## src/rtl/p_readport_pkg.sv

```systemverilog
// ---------------------------------------------------------------------------
// p_readport_pkg -- shared tube definitions for the parasite read port.
//   rp_state_e   : read-port FSM state encoding
//   ADDR_*       : parasite-side address map (even = status, odd = data)
//   REG_R*       : register indices n = addr[2:1]
//   reg_onehot() : one-hot FIFO select for register index n
// ---------------------------------------------------------------------------
package p_readport_pkg;

    typedef enum logic [1:0] {
        ST_IDLE   = 2'd0,
        ST_ACTIVE = 2'd1,
        ST_STROBE = 2'd2
    } rp_state_e;

    // Address map: bit 0 selects data (1) or status (0), bits 2:1 the register.
    localparam logic [2:0] ADDR_R1_STATUS = 3'd0;
    localparam logic [2:0] ADDR_R1_DATA   = 3'd1;
    localparam logic [2:0] ADDR_R2_STATUS = 3'd2;
    localparam logic [2:0] ADDR_R2_DATA   = 3'd3;
    localparam logic [2:0] ADDR_R3_STATUS = 3'd4;
    localparam logic [2:0] ADDR_R3_DATA   = 3'd5;
    localparam logic [2:0] ADDR_R4_STATUS = 3'd6;
    localparam logic [2:0] ADDR_R4_DATA   = 3'd7;

    localparam int unsigned ADDR_DATA_BIT = 0;

    localparam logic [1:0] REG_R1 = 2'd0;
    localparam logic [1:0] REG_R2 = 2'd1;
    localparam logic [1:0] REG_R3 = 2'd2;
    localparam logic [1:0] REG_R4 = 2'd3;

    function automatic logic [3:0] reg_onehot(input logic [1:0] n);
        return 4'b0001 << n;
    endfunction

endpackage

```

## src/rtl/p_readport_intgen.sv

```systemverilog
// ---------------------------------------------------------------------------
// p_intgen -- registered parasite interrupt generation.
//   clk, rst_b            : clock, synchronous active-low reset
//   irq_en_r1, irq_en_r4  : IRQ enables for registers 1 and 4
//   nmi_en                : NMI enable (register 3)
//   one_byte_mode         : register 3 one-byte mode
//   avail_r1/r3/r4        : data-available flags for registers 1, 3, 4
//   r3_two_bytes_available: register 3 holds two bytes
//   irq_b, nmi_b          : active-low interrupts, one cycle of latency
// ---------------------------------------------------------------------------
module p_intgen (
    input  logic clk,
    input  logic rst_b,
    input  logic irq_en_r1,
    input  logic irq_en_r4,
    input  logic nmi_en,
    input  logic one_byte_mode,
    input  logic avail_r1,
    input  logic avail_r3,
    input  logic avail_r4,
    input  logic r3_two_bytes_available,
    output logic irq_b,
    output logic nmi_b
);

    logic irq_b_q, irq_b_d;
    logic nmi_b_q, nmi_b_d;

    always_comb begin
        irq_b_d = ~((irq_en_r1 & avail_r1) | (irq_en_r4 & avail_r4));
        // In two-byte mode register 3 only interrupts once a full pair is present.
        nmi_b_d = ~(nmi_en & (one_byte_mode ? avail_r3 : r3_two_bytes_available));
    end

    always_ff @(posedge clk) begin
        if (!rst_b) begin
            irq_b_q <= 1'b1;
            nmi_b_q <= 1'b1;
        end else begin
            irq_b_q <= irq_b_d;
            nmi_b_q <= nmi_b_d;
        end
    end

    assign irq_b = irq_b_q;
    assign nmi_b = nmi_b_q;

endmodule

```

## src/rtl/p_readport.sv

```systemverilog
// ---------------------------------------------------------------------------
// p_readport -- parasite-side read port of the tube.
//   p_phi2, p_rst_b            : clock, synchronous active-low reset
//   p_cs_b, p_rdnw, p_addr     : parasite bus access (even addr = status,
//                                odd addr = data, register n = p_addr[2:1])
//   p_data_available, p_r3_two_bytes_available, one_byte_mode,
//   p_fifo_data, p_not_full    : FIFO status and selected FIFO byte
//   irq_en_r1, irq_en_r4, nmi_en : interrupt enables
//   p_selectData               : one-hot FIFO select during an access
//   p_rdstb_b                  : one-cycle active-low pop after a data read
//   p_dout                     : registered read data
//   p_irq_b, p_nmi_b           : registered active-low interrupts
// ---------------------------------------------------------------------------
module p_readport
    import p_readport_pkg::*;
(
    input  logic       p_phi2,
    input  logic       p_rst_b,
    input  logic       p_cs_b,
    input  logic       p_rdnw,
    input  logic [2:0] p_addr,
    input  logic [3:0] p_data_available,
    input  logic       p_r3_two_bytes_available,
    input  logic       one_byte_mode,
    input  logic [7:0] p_fifo_data,
    input  logic [3:0] p_not_full,
    input  logic       irq_en_r1,
    input  logic       irq_en_r4,
    input  logic       nmi_en,
    output logic [3:0] p_selectData,
    output logic       p_rdstb_b,
    output logic [7:0] p_dout,
    output logic       p_irq_b,
    output logic       p_nmi_b
);

    rp_state_e  state_q, state_d;
    logic [2:0] addr_q, addr_d;
    logic [3:0] sel_q, sel_d;
    logic       rdstb_b_q, rdstb_b_d;
    logic [7:0] dout_q, dout_d;

    logic [1:0] reg_n;
    logic [7:0] status_byte;

    assign reg_n = addr_q[2:1];

    // Register 3 in two-byte mode reports "available" only for a full pair.
    always_comb begin
        status_byte    = 8'h00;
        status_byte[7] = (reg_n == REG_R3 && !one_byte_mode) ? p_r3_two_bytes_available
                                                             : p_data_available[reg_n];
        status_byte[6] = p_not_full[reg_n];
    end

    always_comb begin
        state_d   = state_q;
        addr_d    = addr_q;
        sel_d     = sel_q;
        rdstb_b_d = 1'b1;
        dout_d    = dout_q;
        case (state_q)
            ST_IDLE: begin
                if (!p_cs_b && p_rdnw) begin
                    addr_d  = p_addr;
                    sel_d   = reg_onehot(p_addr[2:1]);
                    state_d = ST_ACTIVE;
                end
            end
            ST_ACTIVE: begin
                // Track the source every cycle so the last cycle of the access wins.
                dout_d = addr_q[ADDR_DATA_BIT] ? p_fifo_data : status_byte;
                if (p_cs_b) begin
                    if (addr_q[ADDR_DATA_BIT]) begin
                        rdstb_b_d = 1'b0;
                        state_d   = ST_STROBE;
                    end else begin
                        sel_d   = 4'b0000;
                        state_d = ST_IDLE;
                    end
                end
            end
            ST_STROBE: begin
                // Chip select is not looked at here; a pending access is taken in IDLE.
                sel_d   = 4'b0000;
                state_d = ST_IDLE;
            end
            default: begin
                sel_d   = 4'b0000;
                state_d = ST_IDLE;
            end
        endcase
    end

    always_ff @(posedge p_phi2) begin
        if (!p_rst_b) begin
            state_q   <= ST_IDLE;
            addr_q    <= 3'd0;
            sel_q     <= 4'b0000;
            rdstb_b_q <= 1'b1;
            dout_q    <= 8'h00;
        end else begin
            state_q   <= state_d;
            addr_q    <= addr_d;
            sel_q     <= sel_d;
            rdstb_b_q <= rdstb_b_d;
            dout_q    <= dout_d;
        end
    end

    assign p_selectData = sel_q;
    assign p_rdstb_b    = rdstb_b_q;
    assign p_dout       = dout_q;

    p_intgen u_intgen (
        .clk                    (p_phi2),
        .rst_b                  (p_rst_b),
        .irq_en_r1              (irq_en_r1),
        .irq_en_r4              (irq_en_r4),
        .nmi_en                 (nmi_en),
        .one_byte_mode          (one_byte_mode),
        .avail_r1               (p_data_available[0]),
        .avail_r3               (p_data_available[2]),
        .avail_r4               (p_data_available[3]),
        .r3_two_bytes_available (p_r3_two_bytes_available),
        .irq_b                  (p_irq_b),
        .nmi_b                  (p_nmi_b)
    );

endmodule

```

## config.mk

```make
export PLATFORM = sky130hd
export DESIGN_NAME = p_readport
export DESIGN_NICKNAME = d
export VERILOG_FILES = /design/src/rtl/p_readport_pkg.sv /design/src/rtl/p_readport_intgen.sv /design/src/rtl/p_readport.sv
export SDC_FILE = /design/constraint.sdc
export NUM_CORES = 1
export LEC_CHECK = 0
export ABC_AREA = 0
export CAP_MARGIN = 10
export CORE_MARGIN = 1.5
export CORE_UTILIZATION = 30
export CTS_CLUSTER_DIAMETER = 120
export CTS_CLUSTER_SIZE = 40
export DETAILED_ROUTE_END_ITERATION = 6
export SLEW_MARGIN = 20
export SYNTH_ARGS = -nofsm -noshare
export SYNTH_HDL_FRONTEND = slang
export SYNTH_SLANG_ARGS = --single-unit
```

## constraint.sdc

```tcl
create_clock -name p_phi2 -period 2.28 [get_ports p_phi2]
set_input_delay 0.228 -clock p_phi2 [delete_from_list [all_inputs] [get_ports p_phi2]]
set_output_delay 0.228 -clock p_phi2 [all_outputs]
set_load 0.1 [all_outputs]
```

* Word-level counts from Yosys, hierarchy flattened
Cells that the tools add are included.
** Storage, ports and cells
- Register bits after elaboration :: 20
- Input port bits :: 28
- Logic and storage cells :: 45
** Cells by class
- Magnitude comparators :: 1
- Equality and inequality tests :: 5
- Shift operators :: 1
- Multiplexer cells :: 16
- Bitwise logic cells :: 6
- Reductions and logical operators :: 9
** Operators with widths (count)
- two-way mux 4 bit :: 3
- two-way mux 8 bit :: 1
- one-hot mux 4 bit (2 select lines) :: 1
- two-way mux 2 bit :: 3
- inequality test 2 bit, second input constant :: 3
- AND reduction 3 bit :: 2
- two-way mux 1 bit :: 5
- binary-select mux 1 bit (select 2 bit) :: 2
- one-hot mux 2 bit (2 select lines) :: 1
- AND reduction 2 bit :: 2
- left shift 1 x 2 -> 4 bit, first input constant :: 1
- AND 1 bit :: 3
- < comparator 2 x 3 -> 1 bit, second input constant :: 1
- == test 2 x 1 -> 1 bit, second input constant :: 1
- == test 2 bit, second input constant :: 1
- logical AND 1 bit :: 2
- logical NOT 1 bit :: 2
- logical NOT 2 bit :: 1
- inverter 1 bit :: 2
- OR 1 bit :: 1

* Longest topological paths before layout
Gate-level depths: netlist of run 1.
- Depth after elaboration :: 4
- Mapped depth :: 4
- Gate-level depth less buffers :: 4

* Cells and area by module
Synthesis of run 1 repeated with hierarchy kept, for this count alone.
** Second synthesis, totals
- Cell total of the unflattened synthesis :: 95
- Area, all modules :: 883.3 um^2
** By module, submodules not included
- p_readport :: times used 1, cells an instance 89, area each 814.5 um^2, sequential area each 360.3 um^2
- p_intgen :: times used 1, cells an instance 6, area each 68.8 um^2, sequential area each 40.0 um^2

* Worst setup path before layout of run 1
Ideal clock, no wire load.
- Path kind :: reg2reg
- From :: reg, netlist name p_dout[6]
- To :: reg dout_q[6] (netlist: p_dout[6])
- Data arrival time :: 1245 ps
- Setup slack :: 964 ps
- Cell stages (with the launch flop) :: 3
- Path buffers :: 0
- Period minus slack after synthesis :: 1316 ps
- Path through :: dfxtp_1 > o21ai_0 > a21oi_1
** RTL lines
- to (signal assigned) :: RTL line p_readport.sv:107 : dout_q <= dout_d;
- to (decl) :: RTL line p_readport.sv:41 : logic [7:0] dout_q, dout_d;

* Final worst setup path of run 1
- From :: reg addr_q[0]
- To :: reg sel_q[0] (netlist: p_selectData[0])
** On the way
- Word-level cells in the longest chain between the ends :: 2
** RTL lines
- from (decl) :: RTL line p_readport.sv:38 : logic [2:0] addr_q, addr_d;
- from (signal assigned) :: RTL line p_readport.sv:104 : addr_q <= addr_d;
- inequality test 2 bit (no line)
- AND reduction 3 bit (no line)
- to (signal assigned) :: RTL line p_readport.sv:105 : sel_q <= sel_d;
- to (decl) :: RTL line p_readport.sv:39 : logic [3:0] sel_q, sel_d;
Every way passes these cells.
A chain may end at the register's enable or synchronous reset.

==> results of run 1 <==
registers in the layout, indices dropped and copies added, names as in the netlist:
| register | cells |
|---|---|
| p_selectData | 4 |
| u_intgen.nmi_b | 1 |
| p_dout | 8 |
| addr_q | 3 |
| state_q | 2 |
| p_rdstb_b | 1 |
| u_intgen.irq_b | 1 |
cell type report:
cell class / instances / area (um2)
Fill cell: 279 / 1440
Clock buffer: 4 / 36.3
Multi-Input combinational cell: 67 / 469
Inverter: 1 / 3.75
Tap cell: 31 / 38.8
Timing Repair Buffer: 43 / 390
Sequential cell: 20 / 400
through the flow:
step	power [mW]	setup WS, ns
5_1_grt	0.783	0.534
3_3_place_gp	0.554	0.578
2_1_floorplan	0.482	0.964
4_1_cts	0.758	0.640
3_5_place_dp	0.555	0.540
6_report	0.747	0.651
report_power, final:
part / switching [mW] / leakage [nW] / total [mW] / internal, mW
registers: 0.0113 / 0.163 / 0.372 / 0.360
logic: 0.0933 / 0.325 / 0.174 / 0.0803
clock network: 0.104 / 0.0210 / 0.201 / 0.0972
synthesized netlist by cell type, types with 2 or more instances:
cell,instances
mux2i_1,6
o21ai_0,2
dfxtp_1,20
clkbuf_1,5
nand3_1,9
nor2_1,4
nand2_1,11
nand2b_1,2
or3_1,2
nor2b_1,6
a21boi_0,8
logic make-up (layout without fill, tap and decap cells):
kind of cell           count (synthesis)  count (layout)  synth area share [%]
and+or+nand+nor                       43              43                  27.5
DFF                                   20              20                  44.9
AOI/OAI and AO/OA                     17              17                  15.9
muxes                                  7               7                  9.26
buffers and inverters                  6              48                  2.52
routing by layer:
metal / global-route usage [%] / vias to the layer above / part of all wire (%)
met2: 20.8 / 28 / 46
li1: - / 412 / -
met5: 0 / - / 0
met3: 3.63 / 2 / 8.8
met4: 3.99 / 0 / 0.52
met1: 16.4 / 370 / 44
worst paths after layout:
check                                     from  slack, ns                            to
hold reg to reg   p_selectData[2]$_SDFFE_PN0P_       0.46  p_selectData[2]$_SDFFE_PN0P_
setup reg to reg        addr_q[0]$_SDFFE_PN0P_       0.65  p_selectData[0]$_SDFFE_PN0P_
setup / recovery        addr_q[0]$_SDFFE_PN0P_       0.65  p_selectData[0]$_SDFFE_PN0P_
hold / removal                          nmi_en       0.44     u_intgen.nmi_b$_SDFF_PN1_
worst max-delay path: stages (launching register included):
cell,delay (ns)
dfxtp_1,0.61
and2b_4,0.26
a221oi_4,0.38
mux2i_1,0.23
nor2b_1,0.05
==> reports/results.ini, run 1 <==
[global_route]
grt_pass1_wl_um = 3370
grt_max_degree = 15
grt_pass1_vias = 769
track_usage_pct = 12.8
antenna_found_initial = 0
grt.overflow.total = 0

[detailed_routing]
vias = 812
first_pass_iters = 2
totalWireLength_um = 1940
drc = 0
post_drt_wl_per_cell_um = 11.7
viasPerCell = 4.89
final_antenna_net_count = 0
dr.first_iter.drc_count = 10

[timing]
finalSetupViolations = 0
fin_crit_sh_pct = 71.5
drv_slew = 0
skew_ns = 0.00300
final.setup.tns_ns = 0
slew_headroom_pct = 59.1
max_freq_mhz = 614
rsz0062_at_grt = false
min_period_ns = 1.63
timing.hold.ws_ns = 0.439
hold_viol = 0
tightest_slew_ns = 0.612

[cts]
clk_latency_ns = 0.29
cts_root_buf = clkbuf_4
cts.repair.resized = 0
cts_setup_buffers = 0
cts_max_path_buffers = 2
clock-sinks = 20
cts_buffers = 3
cts_tree = done
cts_max_level = 1
path_clk_slew_ns = 0.11
hold_buffers = 0

[critical_path]
worstPathRequired_ns = 2.48
end_kind = flop
path_max_fanout = 12
critPathLaunchType = flop
path_class = reg2reg
reg2reg_depth = 4
cp.arrival_ns = 1.83

[floorplan]
fp.coreArea_mm2 = 0.00278
io_pins = 43
fp-row-count = 19
die_width_um = 57.5
die_area_mm2 = 0.00331
initial_utilization_pct = 32.1
die_h_um = 57.5

[yosys]
yosys.area.top_type_share_pct = 44.9
yosysWarnings = 0
synth_edf_count = 0
synth_top_area_cell = dfxtp_1
ys_seq_elements = 20
seq_area_frac_synth_pct = 44.9
yosys.cell_types.count = 29
synth_ff_type = dfxtp_1
synth.avg_cell_area_um2 = 9.59
synth-async-reset-ratio_pct = 0
syn_area_um2 = 892
synth_area_leaders = dfxtp_1 45%, mux2i_1 6.7%, a21boi_0 6.7%
synth_nets = 121
postSynthCellCount = 93

[cells_and_area]
final_cell_area_mm2 = 0.00134
num_antenna_cells = 0
final_util_pct = 48.1
synthToLayoutAreaGrowth_pct = 50.1
final_cell_mix = 27 x clkdlybuf4s50_1, 20 x dfxtp_1, 16 x buf_4
drive_gt1_share_pct = 17.8
final_nets = 164
layout_commonest_cell = clkdlybuf4s50_1
final_cells = 166

[pwr]
leakage_nw = 0.508
p_per_area_mw_per_mm2 = 558
max-vdd-ir-drop_uv = 351

[hold_path]
hold_path.class = in2reg
hold_depth = 2

[placed_design]
dpl.hpwl_um = 1530
dpl-instance-area_mm2 = 0.00130
globalplace.congestion = 0.729
placedCellCount = 162
portBuffers = 42

[run_status]
status = finished clean

[run]
cap_violations = 0

Note: power is estimated with default switching activity, not from simulation.
==> run 2, diff against run 1 <==
clock period = 1.5 ns   (was 2.28 ns; I/O delays follow)
==> run 2 against run 1 <==
Against the previous run: non-clock buffer count rose by 4; register-to-register slack worse by 0.49 ns; core utilization grew 7.9 points; via count decreased by 0.86%; final cell count is 2.4% higher; critical path depth did not move; routed wire length shrank 0.46%; final area grew 16%; worst setup slack got worse by 0.49 ns; fmax grew 21%; global-route usage up 0.27 points; critical path type unchanged; critical endpoint unchanged; largest power group unchanged; highest routed layer unchanged.
==> reports/results.ini, run 2 (synthesized netlist as in run 1, its figures left out) <==
[run_status]
status = finished clean

[run]
cap_violations = 0

[pwr]
sequentialPowerShare_pct = 47.9
swShare_pct = 28.0
p_int_uw = 853
leakage_nw = 0.581
combPwrFrac_pct = 25.6
p_per_area_mw_per_mm2 = 760
p_switching_uw = 331
p_clk_share_pct = 26.6
max-vdd-ir-drop_uv = 573

[critical_path]
cp_num_cells = 4
end_kind = flop
path_buf_inv = 0
path_max_fanout = 8
critPathLaunchType = flop
cp-startpoint = state_q[0]$_SDFFE_PN0P_
path_class = reg2reg
critPathSlowestCell = a221oi_4
r2r_start = state_q[0]$_SDFFE_PN0P_
cp_top_family = compound AO/OA/AOI/OAI gates
cp_cell_sequence = and2b_4 > a221oi_4 > mux2i_1 > nor2b_1
critPathMaxStageDelay_ns = 0.40
cp.arrival_ns = 1.56
crit_end = p_selectData[0]$_SDFFE_PN0P_
reg2reg_depth = 4
worstPathRequired_ns = 1.72
rrSetupSlack_ns = 0.16
r2r_end = p_selectData[0]$_SDFFE_PN0P_

[cells_and_area]
final_cells = 170
drive_gt1_share_pct = 20.9
final_cell_mix = 27 x clkdlybuf4s50_1, 19 x dfxtp_1, 15 x buf_12
synthToLayoutAreaGrowth_pct = 74.6
final_util_pct = 56.0
num_antenna_cells = 0
largest_register_ffs = 8
fillers = 258
layout_commonest_cell = clkdlybuf4s50_1
final_nets = 168
final_cell_area_mm2 = 0.00156

[timing]
hold_viol = 0
final.setup.worst_slack_ns = 0.158
slew_headroom_pct = 75.5
drv_slew = 0
min_period_ns = 1.34
rsz0062_at_grt = false
fin_crit_sh_pct = 89.5
finalSetupViolations = 0
skew_ns = 0.0119
max_freq_mhz = 745
tightest_slew_ns = 0.367
timing.hold.ws_ns = 0.359

[floorplan]
initial_utilization_pct = 32.1
die_area_mm2 = 0.00331
fp-row-count = 19
io_pins = 43
die_width_um = 57.5
die_h_um = 57.5
fp.coreArea_mm2 = 0.00278

[detailed_routing]
totalWireLength_um = 1930
viasPerCell = 4.74
first_pass_iters = 3
post_drt_wl_per_cell_um = 11.3
drc = 0
vias = 805
final_antenna_net_count = 0
dr.first_iter.drc_count = 3

[global_route]
grt_pass1_wl_um = 3370
grt_max_degree = 12
antenna_found_initial = 0
grt.overflow.total = 0
track_usage_pct = 13.1
grt_pass1_vias = 785

[cts]
clock-sinks = 20
cts_buffers = 3
path_clk_slew_ns = 0.12
cts_max_level = 1
clk_latency_ns = 0.31
cts_root_buf = clkbuf_4
cts_setup_buffers = 0
cts_tree = done
cts_max_path_buffers = 2

[placed_design]
dpl-instance-area_mm2 = 0.00152
dpl.hpwl_um = 1570
portBuffers = 42
dpl_worst_slack_ns = -0.0443
globalplace.congestion = 0.697
placedCellCount = 166

[hold_path]
hold_path.class = in2reg

[run 2: cell type report]
class / count / area (um2) / area share, %
repair buffers: 47 / 608 / 39.0
well taps: 31 / 38.8 / 2.49
multi-input cells: 67 / 469 / 30.1
clock buffers: 4 / 36.3 / 2.33
inverters: 1 / 3.75 / 0.241
flip-flops and latches: 20 / 402 / 25.8
[run 2: how the worst min path moves through the flow]
stage | start | endpoint | slack (ns) | cells past startpoint
floorplan | nmi_en | u_intgen.nmi_b$_SDFF_PN1_ | 0.24 | 1
global placement | p_selectData[2]$_SDFFE_PN0P_ | p_selectData[2]$_SDFFE_PN0P_ | 0.48 | 2
detailed placement | p_dout[1]$_SDFFE_PN0N_ | p_dout[1]$_SDFFE_PN0N_ | 0.49 | 2
CTS | nmi_en | u_intgen.nmi_b$_SDFF_PN1_ | 0.35 | 2
global route | nmi_en | u_intgen.nmi_b$_SDFF_PN1_ | 0.36 | 2
finish | nmi_en | u_intgen.nmi_b$_SDFF_PN1_ | 0.36 | 2
[run 2: power groups by stage]
stage	clock, mW	sequential, mW	combinational, mW
2_1_floorplan	0	0.652	0.0803
3_3_place_gp	0	0.579	0.304
3_5_place_dp	0	0.579	0.306
4_1_cts	0.324	0.567	0.306
5_1_grt	0.345	0.570	0.324
6_report	0.315	0.567	0.303
[run 2: repair_timing]
action,4_1_cts,5_1_grt
hold buffers,0,0
gates resized for setup,0,1
setup endpoints to repair,0,1
[run 2: worst reg2reg max path, cell delays in order (launching register included)]
cell and delay (ns):
dfxtp_2 0.38, and2b_4 0.19, a221oi_4 0.40, mux2i_1 0.23
nor2b_1 0.06
[run 2: metal layers]
metal  vias to the layer above  GRT usage, %  wire length, um  part of all wire [%]
met1                       354          15.7              811                    42
met3                         3          3.63              176                   9.1
met4                         0          5.98               30                   1.6
met5                         -             0                0                     0
met2                        31          21.6              909                    47
li1                        417             -                -                     -
[run 2: metrics by stage]
stage                     power (mW)  setup TNS (ns)
final                           1.18               0
after global routing            1.24               0
after floorplan                0.732               0
after global placement         0.883         -0.0559
after CTS                       1.20               0
after detailed placement       0.885          -0.154
